File: src/rtl/svga_timing_gen_if.sv
// Raster timing bundle between the timing generator and its video consumer.
// Latency: none, wires only.
// Backpressure: none; the raster is free-running, and the consumer only drives enable.
// Ports: enable (run request) and x_pos/y_pos, hsync/vsync/blank_z, end_line/end_frame,
//        frame_cnt, plus the delayed hsync_d/vsync_d/blank_z_d/comp_sync_d.
interface svga_timing_gen_if #(
    parameter int CW      = 12,
    parameter int FRAME_W = 8
);
    logic               enable;
    logic [CW-1:0]      x_pos;
    logic [CW-1:0]      y_pos;
    logic               hsync;
    logic               vsync;
    logic               blank_z;
    logic               end_line;
    logic               end_frame;
    logic [FRAME_W-1:0] frame_cnt;
    logic               hsync_d;
    logic               vsync_d;
    logic               blank_z_d;
    logic               comp_sync_d;

    // The generator side.
    modport master (
        input  enable,
        output x_pos, y_pos, hsync, vsync, blank_z, end_line, end_frame,
        output frame_cnt, hsync_d, vsync_d, blank_z_d, comp_sync_d
    );

    // The consumer side.
    modport slave (
        output enable,
        input  x_pos, y_pos, hsync, vsync, blank_z, end_line, end_frame,
        input  frame_cnt, hsync_d, vsync_d, blank_z_d, comp_sync_d
    );
endinterface

File: src/rtl/svga_timing_gen.sv
// Parametrised SVGA raster timing generator: position, sync, blank, line/frame strobes.
// Latency: every output is registered, and enable affects them one clock later. The *_d copies
//          add a further PIPE_DELAY clocks.
// Backpressure: none; the raster advances every clock while enabled.
// Ports: clk (pixel clock), reset_n (async, ACTIVE-HIGH despite its name), and vid (interface,
//        master side) carrying enable in and all timing outputs.
// Option: define VGA_COMP_SYNC_EN to build the delayed active-low composite sync on
//         comp_sync_d. When it is undefined, comp_sync_d is tied to 1.
module svga_timing_gen #(
    parameter int H_ACTIVE   = 800,
    parameter int H_FP       = 40,
    parameter int H_SYNC     = 128,
    parameter int H_BP       = 88,
    parameter int V_ACTIVE   = 600,
    parameter int V_FP       = 1,
    parameter int V_SYNC     = 4,
    parameter int V_BP       = 23,
    parameter int H_POL      = 1,
    parameter int V_POL      = 1,
    parameter int CW         = 12,
    parameter int PIPE_DELAY = 2,
    parameter int FRAME_W    = 8
) (
    input  logic              clk,
    input  logic              reset_n,
    svga_timing_gen_if.master vid
);
    localparam int H_TOTAL = H_ACTIVE + H_FP + H_SYNC + H_BP;
    localparam int V_TOTAL = V_ACTIVE + V_FP + V_SYNC + V_BP;

    // Thresholds are one bit wider than the counters. A sync end can then equal a total of 2^CW
    // without wrapping.
    localparam logic [CW:0] H_LAST = (CW+1)'(H_TOTAL - 1);
    localparam logic [CW:0] H_VIS  = (CW+1)'(H_ACTIVE);
    localparam logic [CW:0] H_SS   = (CW+1)'(H_ACTIVE + H_FP);
    localparam logic [CW:0] H_SE   = (CW+1)'(H_ACTIVE + H_FP + H_SYNC);
    localparam logic [CW:0] V_LAST = (CW+1)'(V_TOTAL - 1);
    localparam logic [CW:0] V_VIS  = (CW+1)'(V_ACTIVE);
    localparam logic [CW:0] V_SS   = (CW+1)'(V_ACTIVE + V_FP);
    localparam logic [CW:0] V_SE   = (CW+1)'(V_ACTIVE + V_FP + V_SYNC);

    localparam logic H_ON = (H_POL != 0);
    localparam logic V_ON = (V_POL != 0);

    localparam logic [0:0] ST_IDLE = 1'b0;
    localparam logic [0:0] ST_RUN  = 1'b1;

    logic [0:0]         state;
    logic [CW-1:0]      x_q, y_q;
    logic [CW-1:0]      nx, ny;
    logic               hsync_q, vsync_q, blank_q, eol_q, eof_q;
    logic [FRAME_W-1:0] frame_q;
    logic               nx_last, ny_last, h_act, v_act, vis;

    // Next position to present. Coming out of IDLE the raster must start at (0,0), not step
    // past it. That is why the step depends on the state rather than only on enable.
    always_comb begin
        nx = '0;
        ny = '0;
        if (state == ST_RUN) begin
            if ({1'b0, x_q} == H_LAST) begin
                ny = ({1'b0, y_q} == V_LAST) ? '0 : y_q + CW'(1);
            end else begin
                nx = x_q + CW'(1);
                ny = y_q;
            end
        end
    end

    // Decodes of the next position, so that the registered flags line up with x_pos/y_pos.
    assign nx_last = ({1'b0, nx} == H_LAST);
    assign ny_last = ({1'b0, ny} == V_LAST);
    assign h_act   = ({1'b0, nx} >= H_SS) && ({1'b0, nx} < H_SE);
    assign v_act   = ({1'b0, ny} >= V_SS) && ({1'b0, ny} < V_SE);
    assign vis     = ({1'b0, nx} < H_VIS) && ({1'b0, ny} < V_VIS);

    always_ff @(posedge clk or posedge reset_n) begin
        if (reset_n) begin
            state   <= ST_IDLE;
            x_q     <= '0;
            y_q     <= '0;
            hsync_q <= ~H_ON;
            vsync_q <= ~V_ON;
            blank_q <= 1'b0;
            eol_q   <= 1'b0;
            eof_q   <= 1'b0;
            frame_q <= '0;
        end else begin
            // Counts a completed frame even when enable drops on this same edge.
            if (eof_q) begin
                frame_q <= frame_q + FRAME_W'(1);
            end
            if (vid.enable) begin
                state   <= ST_RUN;
                x_q     <= nx;
                y_q     <= ny;
                hsync_q <= h_act ? H_ON : ~H_ON;
                vsync_q <= v_act ? V_ON : ~V_ON;
                blank_q <= vis;
                eol_q   <= nx_last;
                eof_q   <= nx_last && ny_last;
            end else begin
                state   <= ST_IDLE;
                x_q     <= '0;
                y_q     <= '0;
                hsync_q <= ~H_ON;
                vsync_q <= ~V_ON;
                blank_q <= 1'b0;
                eol_q   <= 1'b0;
                eof_q   <= 1'b0;
            end
        end
    end

    assign vid.x_pos     = x_q;
    assign vid.y_pos     = y_q;
    assign vid.hsync     = hsync_q;
    assign vid.vsync     = vsync_q;
    assign vid.blank_z   = blank_q;
    assign vid.end_line  = eol_q;
    assign vid.end_frame = eof_q;
    assign vid.frame_cnt = frame_q;

`ifdef VGA_COMP_SYNC_EN
    // Active-low composite: low when exactly one of the two syncs is active.
    logic csync;
    assign csync = ~((hsync_q == H_ON) ^ (vsync_q == V_ON));
`endif

    // The delay line shifts every clock, in IDLE as well. After a stop it therefore drains
    // to the inactive levels.
    generate
        if (PIPE_DELAY == 0) begin : g_nodelay
            assign vid.hsync_d   = hsync_q;
            assign vid.vsync_d   = vsync_q;
            assign vid.blank_z_d = blank_q;
`ifdef VGA_COMP_SYNC_EN
            assign vid.comp_sync_d = csync;
`endif
        end else begin : g_delay
            logic [PIPE_DELAY-1:0] h_pipe, v_pipe, b_pipe;
            always_ff @(posedge clk or posedge reset_n) begin
                if (reset_n) begin
                    h_pipe <= {PIPE_DELAY{~H_ON}};
                    v_pipe <= {PIPE_DELAY{~V_ON}};
                    b_pipe <= '0;
                end else begin
                    h_pipe <= (h_pipe << 1) | PIPE_DELAY'(hsync_q);
                    v_pipe <= (v_pipe << 1) | PIPE_DELAY'(vsync_q);
                    b_pipe <= (b_pipe << 1) | PIPE_DELAY'(blank_q);
                end
            end
            assign vid.hsync_d   = h_pipe[PIPE_DELAY-1];
            assign vid.vsync_d   = v_pipe[PIPE_DELAY-1];
            assign vid.blank_z_d = b_pipe[PIPE_DELAY-1];
`ifdef VGA_COMP_SYNC_EN
            logic [PIPE_DELAY-1:0] c_pipe;
            always_ff @(posedge clk or posedge reset_n) begin
                if (reset_n) begin
                    c_pipe <= '1;
                end else begin
                    c_pipe <= (c_pipe << 1) | PIPE_DELAY'(csync);
                end
            end
            assign vid.comp_sync_d = c_pipe[PIPE_DELAY-1];
`endif
        end
    endgenerate

`ifndef VGA_COMP_SYNC_EN
    assign vid.comp_sync_d = 1'b1;
`endif
endmodule

File: src/flat_wrapper.sv
// flat-port wrapper written by rule: the top's interface ports become plain ports
module svga_timing_gen_flat 
#(
    parameter int H_ACTIVE   = 800,
    parameter int H_FP       = 40,
    parameter int H_SYNC     = 128,
    parameter int H_BP       = 88,
    parameter int V_ACTIVE   = 600,
    parameter int V_FP       = 1,
    parameter int V_SYNC     = 4,
    parameter int V_BP       = 23,
    parameter int H_POL      = 1,
    parameter int V_POL      = 1,
    parameter int CW         = 12,
    parameter int PIPE_DELAY = 2,
    parameter int FRAME_W    = 8
)
  (clk, reset_n, vid_enable, vid_x_pos, vid_y_pos, vid_hsync, vid_vsync, vid_blank_z, vid_end_line, vid_end_frame, vid_frame_cnt, vid_hsync_d, vid_vsync_d, vid_blank_z_d, vid_comp_sync_d);
  svga_timing_gen_if #(.CW(CW), .FRAME_W(FRAME_W)) vid_i ();
  input  logic clk;
  input  logic reset_n;
  input wire logic [$bits(vid_i.enable)-1:0] vid_enable;
  output wire logic [$bits(vid_i.x_pos)-1:0] vid_x_pos;
  output wire logic [$bits(vid_i.y_pos)-1:0] vid_y_pos;
  output wire logic [$bits(vid_i.hsync)-1:0] vid_hsync;
  output wire logic [$bits(vid_i.vsync)-1:0] vid_vsync;
  output wire logic [$bits(vid_i.blank_z)-1:0] vid_blank_z;
  output wire logic [$bits(vid_i.end_line)-1:0] vid_end_line;
  output wire logic [$bits(vid_i.end_frame)-1:0] vid_end_frame;
  output wire logic [$bits(vid_i.frame_cnt)-1:0] vid_frame_cnt;
  output wire logic [$bits(vid_i.hsync_d)-1:0] vid_hsync_d;
  output wire logic [$bits(vid_i.vsync_d)-1:0] vid_vsync_d;
  output wire logic [$bits(vid_i.blank_z_d)-1:0] vid_blank_z_d;
  output wire logic [$bits(vid_i.comp_sync_d)-1:0] vid_comp_sync_d;
  assign vid_i.enable = vid_enable;
  assign vid_x_pos = vid_i.x_pos;
  assign vid_y_pos = vid_i.y_pos;
  assign vid_hsync = vid_i.hsync;
  assign vid_vsync = vid_i.vsync;
  assign vid_blank_z = vid_i.blank_z;
  assign vid_end_line = vid_i.end_line;
  assign vid_end_frame = vid_i.end_frame;
  assign vid_frame_cnt = vid_i.frame_cnt;
  assign vid_hsync_d = vid_i.hsync_d;
  assign vid_vsync_d = vid_i.vsync_d;
  assign vid_blank_z_d = vid_i.blank_z_d;
  assign vid_comp_sync_d = vid_i.comp_sync_d;
  svga_timing_gen #(.H_ACTIVE(H_ACTIVE), .H_FP(H_FP), .H_SYNC(H_SYNC), .H_BP(H_BP), .V_ACTIVE(V_ACTIVE), .V_FP(V_FP), .V_SYNC(V_SYNC), .V_BP(V_BP), .H_POL(H_POL), .V_POL(V_POL), .CW(CW), .PIPE_DELAY(PIPE_DELAY), .FRAME_W(FRAME_W)) u_core (.clk(clk), .reset_n(reset_n), .vid(vid_i));
endmodule
File: config.mk
export PLATFORM = sky130hd
export DESIGN_NAME = svga_timing_gen_flat
export DESIGN_NICKNAME = d
export VERILOG_FILES = /design/src/rtl/svga_timing_gen_if.sv /design/src/rtl/svga_timing_gen.sv /design/src/flat_wrapper.sv
export SDC_FILE = /design/constraint.sdc
export NUM_CORES = 1
export LEC_CHECK = 0
export BUFFER_PORTS_ARGS = -buffer_cell sky130_fd_sc_hd__clkbuf_2
export CORE_ASPECT_RATIO = 0.7
export CORE_UTILIZATION = 60
export CTS_BUF_LIST = sky130_fd_sc_hd__clkbuf_8
export DETAILED_ROUTE_END_ITERATION = 10
export PLACE_DENSITY = 0.9
export SLEW_MARGIN = 15
export SYNTH_ARGS = -nofsm -noshare
export SYNTH_HDL_FRONTEND = slang
export SYNTH_SLANG_ARGS = --single-unit
File: constraint.sdc
create_clock -name clk -period 4.7 [get_ports clk]
set_clock_uncertainty 0.2 [all_clocks]
set_input_delay 1.175 -clock clk [delete_from_list [all_inputs] [get_ports clk]]
set_output_delay 1.175 -clock clk [all_outputs]
set_load 0.1 [all_outputs]
==> results.json, run 1 <==
{
  "ctsResizeCount": 0,
  "finalCriticalPeriod_ns": 3.153,
  "vias_per_cell": 6.267,
  "dp_hpwl_mm": 4.276,
  "layout_common_cells": "dfrtp_1, clkbuf_2, nor2_1",
  "syn_avg_cell_area_um2": 10.13,
  "multiInputGateArea_mm2": 0.001353,
  "dr_total_vias": 2162,
  "min_to": "u_core.g_delay.b_pipe[1]$_DFF_PP0_",
  "ios": 44,
  "antenna_found_initial": 0,
  "cts_tree": "built",
  "critical_path_arrival_ns": 3.16,
  "clock-sinks": 44,
  "die_area_mm2": 0.004576,
  "grt_util_all_layers_pct": 28.10,
  "fp-row-count": 19,
  "layout-drive-gt1-share_pct": 25.94,
  "initial_core_util_pct": 64.31,
  "dpl_cell_area_mm2": 0.002751,
  "synth_cell_types": 64,
  "drt_iter0_markers": 213,
  "leakage_nw": 1.258,
  "synthMuxAreaShare_pct": 1.211,
  "rrSetupSlack_ns": 1.55,
  "maxCapViolations": 0,
  "wl_per_cell_um": 16.86,
  "rr_endpoint": "u_core.vid.vsync$_DFF_PP0_",
  "synthArstFlopShare_pct": 100.0,
  "clk_latency_ns": 0.30,
  "post-route-drc-count": 0,
  "synth_area_mm2": 0.002584,
  "cp.required_ns": 4.71,
  "cts.path.max_buffers": 2,
  "relSlewSlack_pct": 57.21,
  "synth_top_family_by_area": "simple AND/OR/NAND/NOR gates",
  "synthAdderAreaFrac_pct": 1.937,
  "grt_max_degree": 45,
  "start_kind": "flip-flop",
  "coreArea_mm2": 0.004018,
  "grt_pass1_wl_mm": 9.701,
  "ys_ff_latch": 44,
  "final_common_cell": "dfrtp_1",
  "cp_cell_sequence": "ha_1 > or4b_1 > o31ai_4 > nor2_1 > a221oi_2 > nand4bb_1 > nor4b_2",
  "finalWirelength_mm": 5.816,
  "die_width_um": 80.43,
  "ys_seq_area_share_pct": 42.62,
  "clk_pin_slew_ns": 0.09,
  "grt_pass1_vias": 1979,
  "rr_worst_depth": 7,
  "hold_depth": 0,
  "cp_max_fo": 13,
  "netlist_instances": 255,
  "cts_buffers": 5,
  "cts_max_level": 2,
  "ant_nets": 0,
  "worstHoldStart": "u_core.g_delay.b_pipe[0]$_DFF_PP0_",
  "finalMaxSlewViolations": 0,
  "rsz0062_at_grt": "no",
  "r2r_start": "u_core.vid.y_pos[0]$_DFF_PP0_",
  "synth_compound_area_share_pct": 13.41,
  "regArea_mm2": 0.001101,
  "ctsHoldBuffers": 0,
  "overflow": 0,
  "nFillCells": 291,
  "synth-xor-area-share_pct": 8.475,
  "synth_simple_gate_area_share_pct": 27.17,
  "fin_tns_setup_ns": 0,
  "drt-pass1-iter-count": 4,
  "setup.worst_path.class": "reg -> reg",
  "nets": 299,
  "synthesis.nets": 262,
  "power_density_mw_per_mm2": 235.5,
  "hold_violations": 0,
  "area_delta_synth_final_pct": 10.07,
  "end_kind": "flip-flop",
  "die_h_um": 56.90,
  "cp_slowest_stage_delay_ns": 0.53,
  "final_area_mm2": 0.002844,
  "cts-root-buf": "clkbuf_8",
  "finalSetupViolCount": 0,
  "max_freq_ghz": 0.3172,
  "crit_slowest_cell": "dfrtp_1",
  "worst_pin_slew_ns": 0.6370,
  "irDropWorstVdd_v": 0.0001971,
  "io_buffers": 42,
  "finalCritPeriodShare_pct": 67.08,
  "n_antenna_cell": 0,
  "yosysWarnings": 0,
  "hold_class": "reg -> reg",
  "synth_ff_type": "dfrtp_1",
  "status": "completed",
  "synth_edf_count": 0,
  "place_congestion": 0.9225,
  "cts_setup_buffers": 0
}
-- synth_stat cells (2+ instances only) --
cell	n	area share [%]
ha_1	4	1.9
a21boi_0	2	0.58
nand3b_1	2	0.58
nand2_1	19	2.8
o22ai_1	2	0.48
mux2i_1	2	0.77
and4_1	3	1.0
nor2b_1	4	0.97
nand4_1	9	2.2
inv_1	4	0.58
xnor2_1	12	4.1
buf_6	6	2.6
and2_1	5	1.2
or2_2	4	0.97
nand3_2	2	0.77
dfrtp_1	44	43
xor2_1	13	4.4
nor2_1	26	3.8
or4b_4	2	1.1
nor4_1	3	0.73
nor3_1	9	1.7
buf_4	2	0.58
o21ai_0	8	1.5
buf_2	2	0.39
nor4b_1	2	0.68
o211ai_2	2	0.97
and3_1	4	0.97
a31oi_1	3	0.73
a22oi_1	2	0.58
o31ai_4	2	1.6
o21a_1	2	0.58
or3_1	3	0.73
a21oi_1	4	0.77
nand3_1	9	1.7
nor4b_2	2	1.2
or3_2	2	0.58
or4b_1	2	0.77
-- state kept, by name, summed over array words and instances (netlist names) --
| signal | count |
|---|---|
| u_core.g_delay.b_pipe | 2 |
| u_core.g_delay.h_pipe | 2 |
| u_core.g_delay.v_pipe | 2 |
| u_core.state | 1 |
| u_core.vid.blank_z | 1 |
| u_core.vid.end_frame | 1 |
| u_core.vid.end_line | 1 |
| u_core.vid.frame_cnt | 8 |
| u_core.vid.hsync | 1 |
| u_core.vid.vsync | 1 |
| u_core.vid.x_pos | 12 |
| u_core.vid.y_pos | 12 |
-- final cells by class --
cell class,instances,share of cell area (%)
Clock inverter,3,0.8359
Inverter,4,0.5279
Multi-Input combinational cell,194,47.56
Sequential cell,44,38.72
Timing Repair Buffer,43,7.655
Clock buffer,5,2.420
Tap cell,52,2.288
-- critical path, delay by kind of cell (launching register included) --
family	cells	cell delay (ns)
and+or+nand+nor	4	1.18
adders and majority gates	1	0.25
AOI/OAI and AO/OA	2	0.90
DFF	1	0.53
-- logic make-up (layout without fill, tap and decap cells) --
logic type,after synthesis,count (layout)
AND/OR/NAND/NOR,119,119
flip-flops,44,44
AO/OA/AOI/OAI,42,42
XOR/XNOR,25,25
buffers and inverters,17,55
adder cells (fa/ha/maj),4,4
multiplexers,3,3
other,1,1
-- routing by layer --
layer  vias up  global-route usage, %  wire length, µm
met5         -                      0                0
met4         0                  10.46              115
met3        14                  7.642              588
met2       121                  38.26             2441
met1      1023                  42.47             2671
li1       1004                      -                -
-- report_power, final --
group          switching [mW]  total [mW]  internal (mW)
registers             0.00368       0.384          0.381
logic                  0.0345      0.0411        0.00661
clock network           0.139       0.244          0.105
-- through the flow --
step | hold WS [ns] | utilization (%) | instances | setup WS (ns) | power [mW]
6_report | 0.1561 | 70.79 | 345 | 1.547 | 0.6698
3_3_place_gp | 0.1323 | 68.48 | 337 | 1.662 | 0.4321
5_1_grt | 0.1629 | 70.79 | 345 | 1.383 | 0.6962
4_1_cts | 0.1571 | 70.79 | 345 | 1.589 | 0.6730
3_5_place_dp | 0.1379 | 68.48 | 337 | 1.602 | 0.4330
2_1_floorplan | 0.1312 | - | 255 | 1.433 | 0.4253
-- how the worst max path moves through the flow --
stage / from / endpoint / slack [ns] / cells after the start
CTS: u_core.vid.y_pos[0]$_DFF_PP0_ / u_core.vid.vsync$_DFF_PP0_ / 1.59 / 7
finish: u_core.vid.y_pos[0]$_DFF_PP0_ / u_core.vid.vsync$_DFF_PP0_ / 1.55 / 7
detailed placement: u_core.vid.y_pos[0]$_DFF_PP0_ / u_core.vid.vsync$_DFF_PP0_ / 1.60 / 7
global placement: u_core.vid.y_pos[0]$_DFF_PP0_ / u_core.vid.blank_z$_DFF_PP0_ / 1.66 / 7
floorplan: u_core.vid.x_pos[0]$_DFF_PP0_ / u_core.vid.vsync$_DFF_PP0_ / 1.43 / 8
global route: u_core.vid.y_pos[0]$_DFF_PP0_ / u_core.vid.vsync$_DFF_PP0_ / 1.38 / 7
(Power assumes the default switching activity.)
==> run 2, diff against run 1 <==
Settings changed: ABC_AREA set to 1, CORE_UTILIZATION 60 to 52, PLACE_DENSITY 0.9 to 0.84.
Clock period 4.7 ns to 2.8 ns, I/O delays scaled along.
==> results.json, run 2 <==
{
  "netlist_instances": 340,
  "dp_hpwl_mm": 4.699,
  "yosysWarnings": 0,
  "rr_worst_depth": 12,
  "synth_simple_gate_area_share_pct": 42.21,
  "leakage_nw": 1.616,
  "finalMaxSlewViolations": 0,
  "post-route-drc-count": 0,
  "io_buffers": 42,
  "max_freq_ghz": 0.4524,
  "cp_cell_sequence": "clkbuf_2",
  "nets": 394,
  "drt_iter0_markers": 120,
  "irDropWorstVdd_v": 0.0002698,
  "cts_setup_buffers": 0,
  "drt-pass1-iter-count": 4,
  "synth_edf_count": 0,
  "synth_compound_area_share_pct": 1.509,
  "cp.required_ns": 1.90,
  "crit_slowest_cell": "clkbuf_2",
  "start_kind": "flip-flop",
  "final_area_mm2": 0.002952,
  "crit_buf_inv": 1,
  "worstHoldStart": "u_core.g_delay.v_pipe[0]$_DFF_PP0_",
  "cts_max_level": 2,
  "synth-xor-area-share_pct": 3.749,
  "relSlewSlack_pct": 57.41,
  "fp-row-count": 20,
  "power_density_mw_per_mm2": 384.7,
  "coreArea_mm2": 0.004529,
  "rr_endpoint": "u_core.vid.blank_z$_DFF_PP0_",
  "ctsHoldBuffers": 0,
  "ys_seq_area_share_pct": 42.84,
  "maxCapViolations": 0,
  "area_delta_synth_final_pct": 14.85,
  "final_common_cell": "nand2_1",
  "hold_violations": 0,
  "cts.path.max_buffers": 2,
  "vias_per_cell": 5.124,
  "synthMuxAreaShare_pct": 0,
  "die_area_mm2": 0.005232,
  "ys_ff_latch": 44,
  "hold_class": "reg -> reg",
  "n_antenna_cell": 0,
  "ctsResizeCount": 0,
  "dr_total_vias": 2321,
  "cpLargestDelayFamily": "buffers and inverters",
  "fin_util_pct": 65.17,
  "dpl_cell_area_mm2": 0.002855,
  "grt_max_degree": 45,
  "grt_pass1_vias": 2131,
  "status": "completed",
  "finalWirelength_mm": 6.006,
  "overflow": 0,
  "finalCriticalPeriod_ns": 2.210,
  "rrSetupSlack_ns": 0.62,
  "grt_pass1_wl_mm": 9.977,
  "synth.top_cell.area_share_pct": 42.84,
  "setup.worst_path.class": "reg -> out",
  "synth_top_family_by_area": "simple AND/OR/NAND/NOR gates",
  "cp_max_fo": 7,
  "wl_per_cell_um": 13.26,
  "die_width_um": 86.03,
  "rsz0062_at_grt": "no",
  "cts-root-buf": "clkbuf_8",
  "initial_core_util_pct": 56.74,
  "min_to": "u_core.g_delay.v_pipe[1]$_DFF_PP0_",
  "synthesis.nets": 347,
  "synth_area_leaders": "dfrtp_1, nand2_1, nor2_1, nand3_1, inv_1",
  "synth_area_mm2": 0.002570,
  "cp_slowest_stage_delay_ns": 0.51,
  "place_congestion": 0.9674,
  "end_kind": "output pin",
  "cts_tree": "built",
  "hold-worst-slack_ns": 0.1525,
  "synthArstFlopShare_pct": 100.0,
  "synth_ff_type": "dfrtp_1",
  "grt_util_all_layers_pct": 25.50,
  "synthAdderAreaFrac_pct": 1.947,
  "synth_top_cell_by_area": "dfrtp_1",
  "r2r_start": "u_core.vid.y_pos[0]$_DFF_PP0_",
  "fin_tns_setup_ns": 0,
  "finalSetupViolCount": 0,
  "clk_pin_slew_ns": 0.08,
  "layout-drive-gt1-share_pct": 23.51,
  "synth_common_cells": "nand2_1, nor2_1, dfrtp_1, nand3_1, inv_1",
  "syn_avg_cell_area_um2": 7.559,
  "layout_common_cells": "nand2_1, nor2_1, dfrtp_1",
  "clock-sinks": 44,
  "critical_path_arrival_ns": 1.31,
  "cts_buffers": 5,
  "finalCritPeriodShare_pct": 78.95,
  "power_mw": 1.136,
  "hold_depth": 0,
  "synth_cell_types": 28,
  "worst_pin_slew_ns": 0.6389,
  "ios": 44,
  "yosysMostFrequentCell": "nand2_1",
  "die_h_um": 60.82,
  "clk_latency_ns": 0.30,
  "antenna_found_initial": 0,
  "ant_nets": 0
}
run 2: area by class of cell:
| cell class | count | area [µm²] |
|---|---|---|
| tap | 66 | 82.58 |
| multi-input combinational | 245 | 1274 |
| timing repair buffer | 43 | 217.7 |
| fill | 394 | 1578 |
| clock buffer | 7 | 96.34 |
| sequential | 44 | 1101 |
| inverter | 48 | 180.2 |
run 2: layer usage:
| layer | share of wire, % | wire, µm | track usage [%] | vias up |
|---|---|---|---|---|
| met5 | 0 | 0 | 0 | - |
| met4 | 1.0 | 61 | 7.143 | 0 |
| met3 | 8.3 | 498 | 6.803 | 8 |
| met2 | 42 | 2537 | 37.87 | 108 |
| met1 | 48 | 2908 | 37.06 | 1057 |
| li1 | - | - | - | 1148 |
run 2: worst reg2reg max path, stage by stage, from the launching register on:
cell	delay [ns]
dfrtp_1	0.44
ha_1	0.20
nand3_1	0.11
nor2_1	0.29
nand3_1	0.12
nand2_1	0.09
nand2_1	0.05
nand3_1	0.10
nand2_2	0.10
nor2_4	0.16
nand3_1	0.09
nand2_1	0.08
nor2_1	0.04
run 2: stage by stage:
step / instances / setup slack [ns]
after global routing: 453 / 0.4317
final: 453 / 0.5895
after CTS: 453 / 0.5936
after global placement: 446 / 0.7771
after floorplan: 340 / 0.1720
after detailed placement: 446 / 0.6515
run 2: cell families after synthesis:
| group | count (synthesis) |
|---|---|
| compound gates | 7 |
| xor+xnor | 11 |
| fa+ha+maj | 4 |
| buf+inv | 51 |
| flops | 44 |
| other cells | 1 |
| simple gates | 222 |
run 2: report_power, final:
part | internal (mW) | switching (mW) | total, mW
combinational | 0.00895 | 0.0573 | 0.0663
clock | 0.220 | 0.204 | 0.424
sequential | 0.639 | 0.00626 | 0.645
total | 0.868 | 0.268 | 1.14
run 2: worst max-delay path by stage:
stage | startpoint | endpoint | slack [ns] | cells after the start
final | u_core.vid.x_pos[7]$_DFF_PP0_ | vid_x_pos[7] | 0.59 | 1
after detailed placement | u_core.vid.y_pos[0]$_DFF_PP0_ | u_core.vid.blank_z$_DFF_PP0_ | 0.65 | 12
after floorplan | u_core.vid.x_pos[0]$_DFF_PP0_ | u_core.vid.blank_z$_DFF_PP0_ | 0.17 | 12
after global placement | u_core.vid.x_pos[0]$_DFF_PP0_ | u_core.vid.blank_z$_DFF_PP0_ | 0.78 | 12
after CTS | u_core.vid.x_pos[7]$_DFF_PP0_ | vid_x_pos[7] | 0.59 | 1
after global routing | u_core.vid.y_pos[1]$_DFF_PP0_ | u_core.vid.blank_z$_DFF_PP0_ | 0.43 | 12
==> run 3, diff against run 2 <==
Settings changed: ABC_AREA 1 to 0, CORE_UTILIZATION 52 to 58, PLACE_DENSITY 0.84 to 0.88.
Clock period 2.8 ns to 2.3 ns, I/O delays scaled along.
==> results.json, run 3 (same netlist as run 1, synthesis figures left out) <==
{
  "cts.path.max_buffers": 2,
  "fp-row-count": 19,
  "cts_buffers": 5,
  "finalMaxSlewViolations": 0,
  "power_frac_seq_pct": 50.5,
  "coreArea_mm2": 0.004089,
  "antenna_found_initial": 0,
  "crit_buf_inv": 1,
  "nets": 369,
  "r2r_start": "u_core.vid.y_pos[7]$_DFF_PP0_",
  "cp_cell_sequence": "or4b_4 > o31ai_4 > buf_4 > nor2_4 > a221oi_4 > and4bb_1 > and3_1",
  "start_kind": "flip-flop",
  "cts_max_level": 2,
  "worst_pin_slew_ns": 0.5907,
  "hold_violations": 0,
  "crit_slowest_cell": "or4b_4",
  "ios": 44,
  "hold_class": "reg -> reg",
  "p_sw_mw": 0.3847,
  "n_antenna_cell": 0,
  "relSlewSlack_pct": 60.10,
  "wl_per_cell_um": 20.39,
  "finalCritPeriodShare_pct": 118.3,
  "power_density_mw_per_mm2": 425.0,
  "rr_endpoint": "u_core.vid.end_frame$_DFF_PP0_",
  "setup.worst_path.class": "reg -> reg",
  "final_common_cell": "buf_4",
  "io_buffers": 42,
  "finalSetupViolCount": 12,
  "finalCriticalPeriod_ns": 2.722,
  "status": "finished, violations left",
  "comb_power_share_pct": 7.9,
  "area_delta_synth_final_pct": 41.40,
  "grt_util_all_layers_pct": 36.62,
  "initial_core_util_pct": 63.19,
  "rr_worst_depth": 7,
  "worstHoldStart": "u_core.g_delay.v_pipe[0]$_DFF_PP0_",
  "grt_max_degree": 45,
  "violations": "negative setup slack",
  "clock-sinks": 44,
  "place_congestion": 0.9835,
  "end_kind": "flip-flop",
  "power.internal_mw": 1.168,
  "vias_per_cell": 6.373,
  "rsz0062_at_grt": "yes",
  "max_freq_ghz": 0.3674,
  "overflow": 0,
  "cp_slowest_stage_delay_ns": 0.57,
  "clk_latency_ns": 0.32,
  "maxCapViolations": 0,
  "post-route-drc-count": 0,
  "grt_pass1_wl_mm": 12.66,
  "swShare_pct": 24.78,
  "finalWirelength_mm": 8.463,
  "irDropWorstVdd_v": 0.0004422,
  "layout-drive-gt1-share_pct": 51.79,
  "die_h_um": 57.84,
  "ant_nets": 0,
  "dr_total_vias": 2645,
  "dp_slack_ns": -0.3550,
  "layout_common_cells": "buf_4, clkbuf_2, nor2_1",
  "rrSetupSlack_ns": -0.42,
  "hold_depth": 0,
  "drt_iter0_markers": 261,
  "cts-root-buf": "clkbuf_8",
  "finalWorstSetupSlack_ns": -0.4219,
  "cpLargestDelayFamily": "simple AND/OR/NAND/NOR gates",
  "cts_tree": "built",
  "die_area_mm2": 0.004730,
  "clk_pin_slew_ns": 0.09,
  "die_width_um": 81.78,
  "grt_pass1_vias": 2467,
  "cp.depth": 7,
  "cp_max_fo": 4,
  "fin_util_pct": 89.35,
  "dp_hpwl_mm": 5.615,
  "min_to": "u_core.g_delay.v_pipe[1]$_DFF_PP0_",
  "drt-pass1-iter-count": 6,
  "leakage_nw": 1.658,
  "cp.required_ns": 2.35,
  "critical_path_arrival_ns": 2.77,
  "clkPwrFrac_pct": 41.6
}
-- run 3: repair_timing --
item,in CTS,in global routing
buffers inserted,2,2
endpoints found under the setup margin,11,14
gates resized for setup,9,13
hold buffers,0,0
pin swaps,8,3
-- run 3: through the flow --
stage | power, mW | TNS, ns | std cells | instance area [µm²] | hold WS, ns
floorplan | 0.8734 | -2.125 | 255 | 2711 | 0.1312
global placement | 0.9088 | -0.7947 | 404 | 3379 | 0.1328
detailed placement | 0.9117 | -1.306 | 404 | 3379 | 0.1456
CTS | 1.544 | -1.412 | 414 | 3576 | 0.1624
global route | 1.590 | -2.661 | 415 | 3654 | 0.1743
finish | 1.553 | -2.252 | 415 | 3654 | 0.1724
-- run 3: layout make-up --
class / instances / area (µm²)
Timing Repair Buffer: 113 / 758.2
Sequential cell: 44 / 1151
Inverter: 4 / 15.01
Clock buffer: 6 / 82.58
Clock inverter: 2 / 38.79
Tap cell: 52 / 65.06
Fill cell: 194 / 435.4
Multi-Input combinational cell: 194 / 1543
-- run 3: routing by layer --
metal / routed length, µm / track usage, % / vias to the layer above
li1: - / - / 1144
met1: 3570 / 50.51 / 1278
met2: 3783 / 56.79 / 184
met3: 847 / 9.134 / 39
met4: 261 / 11.78 / 0
met5: 0 / 0 / -
-- run 3: how the worst max path moves through the flow --
stage | startpoint | to | slack, ns
global placement | u_core.vid.y_pos[1]$_DFF_PP0_ | u_core.vid.vsync$_DFF_PP0_ | -0.23
detailed placement | u_core.vid.y_pos[1]$_DFF_PP0_ | u_core.vid.vsync$_DFF_PP0_ | -0.35
CTS | u_core.vid.y_pos[7]$_DFF_PP0_ | u_core.vid.vsync$_DFF_PP0_ | -0.32
floorplan | u_core.vid.x_pos[0]$_DFF_PP0_ | u_core.vid.vsync$_DFF_PP0_ | -0.39
global route | u_core.vid.y_pos[8]$_DFF_PP0_ | u_core.vid.vsync$_DFF_PP0_ | -0.52
finish | u_core.vid.y_pos[7]$_DFF_PP0_ | u_core.vid.end_frame$_DFF_PP0_ | -0.42
-- run 3: power by group through the flow --
stage | registers [mW] | logic, mW | clock network (mW)
2_1_floorplan | 0.824 | 0.0495 | 0
3_3_place_gp | 0.799 | 0.110 | 0
3_5_place_dp | 0.800 | 0.112 | 0
4_1_cts | 0.784 | 0.116 | 0.644
5_1_grt | 0.785 | 0.129 | 0.675
6_report | 0.784 | 0.122 | 0.646
